<file path="src/rtl/led_seq_pkg.sv">
// led_seq_pkg: shared state encoding and ROM word field offsets for the LED frame sequencer
package led_seq_pkg;

    typedef enum logic [1:0] {
        IDLE  = 2'd0,
        FETCH = 2'd1,
        HOLD  = 2'd2
    } state_t;

    localparam int PAT_LSB = 0;
    localparam int END_BIT = 32;
    localparam int BRT_LSB = 33;
    localparam int BRT_W   = 3;

endpackage

</file>
<file path="src/rtl/led_pwm_gate.sv">
// led_pwm_gate: gates the 32-bit pattern with a free-running 3-bit PWM counter
//   clk, rst_n  : clock, asynchronous active-low reset
//   pattern     : captured 32-bit LED pattern
//   brightness  : captured brightness, duty = (brightness+1)/8
//   leds        : gated pattern (pattern while pwm_cnt <= brightness, else 0)
module led_pwm_gate
    import led_seq_pkg::*;
(
    input  logic             clk,
    input  logic             rst_n,
    input  logic [31:0]      pattern,
    input  logic [BRT_W-1:0] brightness,
    output logic [31:0]      leds
);

    logic [BRT_W-1:0] pwm_cnt;

    always_ff @(posedge clk or negedge rst_n)
        if (!rst_n) pwm_cnt <= '0;
        else        pwm_cnt <= pwm_cnt + 1'b1;

    assign leds = (pwm_cnt <= brightness) ? pattern : '0;

endmodule

</file>
<file path="src/rtl/led_frame_sequencer.sv">
// led_frame_sequencer: steps through the pattern ROM one frame at a time and drives four LED banks
//   clk, rst_n     : clock, asynchronous active-low reset
//   run            : 1 = sequence, 0 = pause (frame restarts on resume)
//   rom_addr       : ROM read address
//   rom_data       : ROM word, [31:0] pattern, [32] end flag, [35:33] brightness
//   bank0..bank3   : pattern bytes 0..3
//   frame_strobe   : one-cycle pulse when the banks take a new pattern
//   wrap           : one-cycle pulse when rom_addr returns to 0
// Optional feature: define LED_PWM_EN to gate the banks with per-pattern brightness PWM.
// ROM_LAT counts capture edges after the address edge: rom_data is sampled on the
// ROM_LAT-th rising edge after rom_addr changes.
module led_frame_sequencer
    import led_seq_pkg::*;
#(
    parameter int ADDR_W      = 7,
    parameter int DATA_W      = 36,
    parameter int ROM_LAT     = 1,
    parameter int FRAME_TICKS = 1024,
    parameter int LAST_ADDR   = 127
) (
    input  logic              clk,
    input  logic              rst_n,
    input  logic              run,
    output logic [ADDR_W-1:0] rom_addr,
    input  logic [DATA_W-1:0] rom_data,
    output logic [7:0]        bank0,
    output logic [7:0]        bank1,
    output logic [7:0]        bank2,
    output logic [7:0]        bank3,
    output logic              frame_strobe,
    output logic              wrap
);

    localparam int LAT_W  = ROM_LAT > 1 ? $clog2(ROM_LAT) : 1;
    localparam int TICK_W = FRAME_TICKS > 1 ? $clog2(FRAME_TICKS) : 1;

    state_t            state;
    logic [LAT_W-1:0]  lat_cnt;
    logic [TICK_W-1:0] tick_cnt;
    logic [31:0]       pattern;
    logic              end_flag;
    logic [31:0]       leds;
    logic              last_fetch;
    logic              last_tick;
    logic              to_zero;

    assign last_fetch = lat_cnt == LAT_W'(ROM_LAT - 1);
    assign last_tick  = tick_cnt == TICK_W'(FRAME_TICKS - 1);
    assign to_zero    = end_flag || rom_addr == ADDR_W'(LAST_ADDR);

`ifdef LED_PWM_EN
    logic [BRT_W-1:0] brightness;

    led_pwm_gate u_gate (
        .clk        (clk),
        .rst_n      (rst_n),
        .pattern    (pattern),
        .brightness (brightness),
        .leds       (leds)
    );
`else
    logic unused_bits;
    assign unused_bits = ^rom_data[DATA_W-1:END_BIT+1];
    assign leds        = pattern;
`endif

    always_ff @(posedge clk or negedge rst_n) begin
        if (!rst_n) begin
            state        <= IDLE;
            lat_cnt      <= '0;
            tick_cnt     <= '0;
            rom_addr     <= '0;
            pattern      <= '0;
            end_flag     <= 1'b0;
            frame_strobe <= 1'b0;
            wrap         <= 1'b0;
`ifdef LED_PWM_EN
            brightness   <= '0;
`endif
        end else begin
            frame_strobe <= 1'b0;
            wrap         <= 1'b0;
            case (state)
                IDLE: begin
                    lat_cnt  <= '0;
                    tick_cnt <= '0;
                    if (run) state <= FETCH;
                end
                FETCH: begin
                    if (!run) begin
                        state   <= IDLE;
                        lat_cnt <= '0;
                    end else if (last_fetch) begin
                        pattern      <= rom_data[PAT_LSB +: 32];
                        end_flag     <= rom_data[END_BIT];
`ifdef LED_PWM_EN
                        brightness   <= rom_data[BRT_LSB +: BRT_W];
`endif
                        frame_strobe <= 1'b1;
                        lat_cnt      <= '0;
                        tick_cnt     <= '0;
                        state        <= HOLD;
                    end else begin
                        lat_cnt <= lat_cnt + 1'b1;
                    end
                end
                HOLD: begin
                    // A frame that completes still advances even if run drops on that edge.
                    if (last_tick) begin
                        rom_addr <= to_zero ? '0 : rom_addr + 1'b1;
                        wrap     <= to_zero;
                        tick_cnt <= '0;
                        state    <= run ? FETCH : IDLE;
                    end else if (!run) begin
                        tick_cnt <= '0;
                        state    <= IDLE;
                    end else begin
                        tick_cnt <= tick_cnt + 1'b1;
                    end
                end
                default: state <= IDLE;
            endcase
        end
    end

    assign bank0 = leds[7:0];
    assign bank1 = leds[15:8];
    assign bank2 = leds[23:16];
    assign bank3 = leds[31:24];

endmodule

</file>
<file path="config.mk">
export PLATFORM = sky130hd
export DESIGN_NAME = led_frame_sequencer
export DESIGN_NICKNAME = d
export VERILOG_FILES = /design/src/rtl/led_seq_pkg.sv /design/src/rtl/led_pwm_gate.sv /design/src/rtl/led_frame_sequencer.sv
export SDC_FILE = /design/constraint.sdc
export NUM_CORES = 1
export LEC_CHECK = 0
export BUFFER_PORTS_ARGS = -buffer_cell sky130_fd_sc_hd__buf_2
export CAP_MARGIN = 10
export CORE_MARGIN = 2
export CORE_UTILIZATION = 45
export DETAILED_ROUTE_END_ITERATION = 8
export PLACE_DENSITY_LB_ADDON = 0.15
export SYNTH_ARGS = -nofsm -noshare
export SYNTH_HDL_FRONTEND = slang
export SYNTH_SLANG_ARGS = --single-unit
</file>
<file path="constraint.sdc">
create_clock -name clk -period 1.38 [get_ports clk]
set_input_delay 0.138 -clock clk [delete_from_list [all_inputs] [get_ports clk]]
set_output_delay 0.138 -clock clk [all_outputs]
set_load 0.1 [all_outputs]
</file>
### Word-level counts from Yosys, hierarchy flattened

Cells that the tools add are included.

| word-level totals | value |
|---|---|
| register bits | 55 |
| bits in latches | 0 |
| bits in writable memories | 0 |
| bits in read-only memories | 0 |
| bits of input ports | 39 |
| output and inout port bits | 41 |
| word-level logic and storage cells | 50 |
| memories | 0 |

| cells by class | value |
|---|---|
| add/subtract/negate cells | 3 |
| $mul | 0 |
| div/mod/pow operators | 0 |
| $lt $le $gt $ge | 0 |
| equal/unequal tests | 9 |
| shift operators | 0 |
| muxes and demuxes | 21 |
| bitwise gates (word level) | 1 |
| reduce and logical (&&, ||, !) cells | 8 |

Operator list:

| kind | number |
|---|---|
| 2-to-1 mux 10 bit | 4 |
| one-hot mux 10 bit (3 select lines) | 1 |
| adder 10 x 1 -> 10 bit (second input constant) | 1 |
| == test 10 bit (second input constant) | 1 |
| 2-to-1 mux 2 bit | 5 |
| AND reduction 3 bit | 3 |
| 2-to-1 mux 1 bit | 8 |
| adder 7 x 1 -> 7 bit (second input constant) | 1 |
| == test 7 bit (second input constant) | 1 |
| 2-to-1 mux 7 bit | 1 |
| != test 2 bit (second input constant) | 3 |
| != test 3 bit (second input constant) | 2 |
| one-hot mux 2 bit (3 select lines) | 1 |
| nonzero test 3 bit | 1 |
| == test 2 x 1 -> 1 bit (second input constant) | 1 |
| == test 2 bit (second input constant) | 1 |
| logical NOT 2 bit | 1 |
| one-hot mux 1 bit (2 select lines) | 1 |
| AND reduction 2 bit | 1 |
| nonzero test 2 bit | 1 |
| adder 1 bit (second input constant) | 1 |
| logical OR 1 bit | 1 |
| NOT 1 bit | 1 |

### Logic depth before layout (Yosys ltp)

| logic depth | value |
|---|---|
| word-level depth | 4 |
| gate-level depth with buffers | 6 |
| mapped depth without buffers | 5 |

### Least setup slack after synthesis

No wires, ideal clock.

| timing | value |
|---|---|
| path kind | register to register |
| from | register rom_addr[1] |
| to | register rom_addr[3] |
| setup time | 0.122 ns |
| arrival time | 2.032 ns |
| data required time | 1.258 ns |
| slack | -0.774 ns |
| cell stages (with the launch flop) | 6 |
| cell sequence | dfrtp_1 ha_1 and4_1 a31oi_1 a21o_1 a22o_1 |

| between the ends | value |
|---|---|
| word-level cells in the longest chain between the ends | 3 |

Ends and longest elaborated chain:

| what | RTL line | RTL |
|---|---|---|
| start: declaration | led_frame_sequencer.sv:24 | `output logic [ADDR_W-1:0] rom_addr,` |
| start signal: assignment | led_frame_sequencer.sv:110 | `rom_addr <= to_zero ? '0 : rom_addr + 1'b1;` |
| parallel branches: the longest is 2 deep, another holds adder 7 x 1 -> 7 bit | n/a |  |
| 2-to-1 mux 7 bit * | led_frame_sequencer.sv:110 |  |

Every way passes the cells marked *.
A chain may end at the register's enable or synchronous reset.

### Final worst setup path

| timing | value |
|---|---|
| from | register rom_addr[0] |
| to | register rom_addr[3] |

Same word-level chain as after synthesis.

==> results.md <==
* Outcome: finished, violations left
* Filler cells at ~450
* Antenna violations before repair at 0
* Register area at 1370 sq um
* CP startpoint: rom_addr[0]
* Fmax achieved at about 0.7 GHz
* DRC viols at 0
* Largest delay share family, worst path: compound AO/OA/AOI/OAI gates
* Placed Cells at 411
* Layout area overhead at 42.3%
* Arr. time, crit path at between 1500 and 2000 ps
* CP max stage cell: dfrtp_4
* Final wirelength at roughly 5300 um
* Core Rows at 26
* Antenna Nets Post-Route at 0
* Share of layout cells above drive strength 1 at 0.405
* Tcrit/Tclk final at 1.03
* Worst slew pin tran at between 400 and 500 ps
* Clock Latency Late Sink at around 300 ps
* Syn Area/Cell at between 9 and 10 sq um
* Commonest non-fill, non-tap cells in the layout: nand2_1 (110), buf_2 (71), dfrtp_1 (47)
* Worst setup EP type: flop
* Post-layout nets at roughly 390
* R2r endpoint: rom_addr[3]
* Crit path capture: rom_addr[3]
* Yosys warnings at 0
* Path length in cells of the critical path at 5
* DP Area at slightly above 3000 sq um
* Largest net degree at the start of global routing at 55
* Reg2reg path depth at 5
* Drt wl/cell at ~13 um
* Req. time, crit path at about 1600 ps
* Num ports at 80
* Max-Cap Viols at 0
* CTS H-Tree Depth at 2
* Post-synthesis sequential area ratio at 0.577
* Peak supply drop at 1.48 mV
* Via/cell ratio at roughly 4.8
* Starting density of the core at 0.462
* Clock Power Share at 0.144
* Rel. slew slack at 0.672
* Die width at approximately 76 um
* Crit Reg-Reg Startpoint: rom_addr[0]
* Worst path cell trace: ha_4 > and4_4 > a31oi_2 > a21o_1 > a22o_1
* Switching Share at 0.563
* Internal power at about 2.8 mW
* N_diodes at 0
* Via count at ~2000
* Startpoint Class: flop
* Power Density at 1950 nW/um^2
* Core Footprint at 5070 sq um
* Root Buffer: clkbuf_8
* First-pass GRT wire length at around 9100 um
* DR iter-0 viols at between 100 and 150
* Cell count after synthesis at 250
* Clk_skew at between 9 and 10 ps
* Crit Path Category: reg -> reg
* Leakage at between 1.5 and 2 nW
* CTS Buf Count at 5
* Total GRT Usage at 0.194
* Min cycle time layout at around 1400 ps
* Crit path buf inv count at 0
* Crit-path max FO at 3
* FF+latch count, synth at 54
* Flop pwr share at 0.328
* Clk sinks at 54
* Maximum root-to-sink buffer count at 2
* GRT overflow at 0
* Routability cong. at ~0.8
* Tot Pwr at roughly 6.5 mW
* Final WS setup at -38.2 ps
* Final HPWL DP at approximately 3500 um
* Final setup violation count at 6
* Count of input and output buffers at 76
* Post-route cell area at ~3300 sq um
* RSZ-0062 raised after global routing: yes
* Router iterations before antenna repair at 4
* Synthesized Nets at between 200 and 300
* Die footprint at around 5800 sq um
* R2R Setup Slk at -40 ps
* Slew Limit Fails at 0
* Violated checks: setup timing
* Setup WS pre-CTS at -132 ps
* Delay of the slowest cell on the worst path at about 440 ps
* Final Hold Fails at 0
* Logic pwr share at 0.528
* Most common cell after layout, fill and taps aside: nand2_1
* Library cells used by synthesis at 40
* CTS tree: yes
* Fin Setup TNS at -126 ps
* Sw power at between 3 and 4 mW
* Hold slack at about 13 ps
* Clock slew at reported path FFs at 100 ps
* Number of global-route vias before repair at just under 2000
* Worst min path class: in -> reg
* Die height at around 76 um
* Final cell count without fillers at roughly 420
* Layout Utilization at 0.657
* Cell Area, Synth at about 2300 sq um
* Multi-input gate area at 1080 sq um
-- final cells by class --
| class | instances | share of cell area |
|---|---|---|
| clock inverter | 2 | 0.00488 |
| clock buffer | 6 | 0.0248 |
| multi-input combinational | 182 | 0.325 |
| sequential | 54 | 0.409 |
| inverter | 4 | 0.00450 |
| tap | 70 | 0.0263 |
| timing repair buffer | 105 | 0.205 |
-- worst min-delay path by stage --
stage | from | to | slack, ps | cells past startpoint
finish | rom_data[18] | leds[18] | 10 | 3
global route | rom_data[22] | leds[22] | 5 | 3
CTS | rom_data[18] | leds[18] | 4 | 3
detailed placement | rst_n | tick_cnt[5] | 160 | 2
global placement | rst_n | tick_cnt[5] | 150 | 2
floorplan | rst_n | end_flag | -160 | 0
-- cell usage after synthesis (all sizes together) --
library cell / number / share of area
o21ai: 5 / 0.011
nand3: 6 / 0.013
nand2b: 1 / 0.0059
buf: 7 / 0.017
nand4: 3 / 0.011
a21o: 1 / 0.0032
xnor2: 5 / 0.019
o41ai: 4 / 0.015
and2b: 1 / 0.0032
and2: 3 / 0.0080
o2bb2ai: 1 / 0.0037
clkinv: 1 / 0.0016
a22o: 3 / 0.011
a21boi: 1 / 0.0032
dfrtp: 54 / 0.58
o21bai: 1 / 0.0032
a2111oi: 1 / 0.0064
a31oi: 2 / 0.0080
nor2b: 1 / 0.0027
inv: 3 / 0.0048
a21oi: 6 / 0.013
a31o: 1 / 0.0037
nand2: 110 / 0.18
and3: 1 / 0.0027
nor3: 1 / 0.0021
nand4bb: 1 / 0.0048
o211ai: 1 / 0.0032
mux2: 1 / 0.0048
nand3b: 2 / 0.0064
and4: 3 / 0.012
a211oi: 4 / 0.013
nor2: 10 / 0.016
ha: 2 / 0.011
clkbuf: 3 / 0.0048
-- routing by layer --
metal | global-route usage | part of all wire | vias up
met5 | 0 | 0 | -
met3 | 0.0462 | 0.050 | 4
met4 | 0.0509 | 0.010 | 0
met1 | 0.264 | 0.46 | 954
li1 | - | - | 1027
met2 | 0.315 | 0.47 | 58
-- logic make-up (layout without fill, tap and decap cells) --
logic type | Yosys count | in the layout | share of synthesized area
flops | 54 | 54 | 0.577
xor+xnor | 5 | 5 | 0.0187
compound gates | 31 | 31 | 0.0972
mux | 1 | 1 | 0.00480
simple gates | 143 | 143 | 0.264
buf+inv | 14 | 117 | 0.0283
fa+ha+maj | 2 | 2 | 0.0107
-- worst min-delay path, cell delays in order --
cell     delay (ps)
buf_2            70
nand2_1          40
nand2_1          40
-- power groups by stage --
stage                     combinational (mW)  clock [mW]  sequential (mW)
after detailed placement                3.40           0             2.14
after global placement                  3.36           0             2.15
after floorplan                        0.422           0             4.51
after CTS                               3.42       0.962             2.13
final                                   3.43       0.935             2.13
after global routing                    3.58        1.03             2.18
-- timing repair --
item / in CTS / in global routing
setup buffers: 1 / 2
gates cloned: 0 / 0
hold buffers: 1 / 0
pin swaps: 10 / 6
endpoints found under the setup margin: 17 / 19
gates resized for setup: 15 / 14
endpoints found under the hold margin: 54 / 0
-- flip-flops by register name (all words and copies together), names as in the netlist --
name	cells
tick_cnt	10
rom_addr	7
end_flag	1
wrap	1
leds	32
state	2
frame_strobe	1
(Power assumes the default switching activity.)
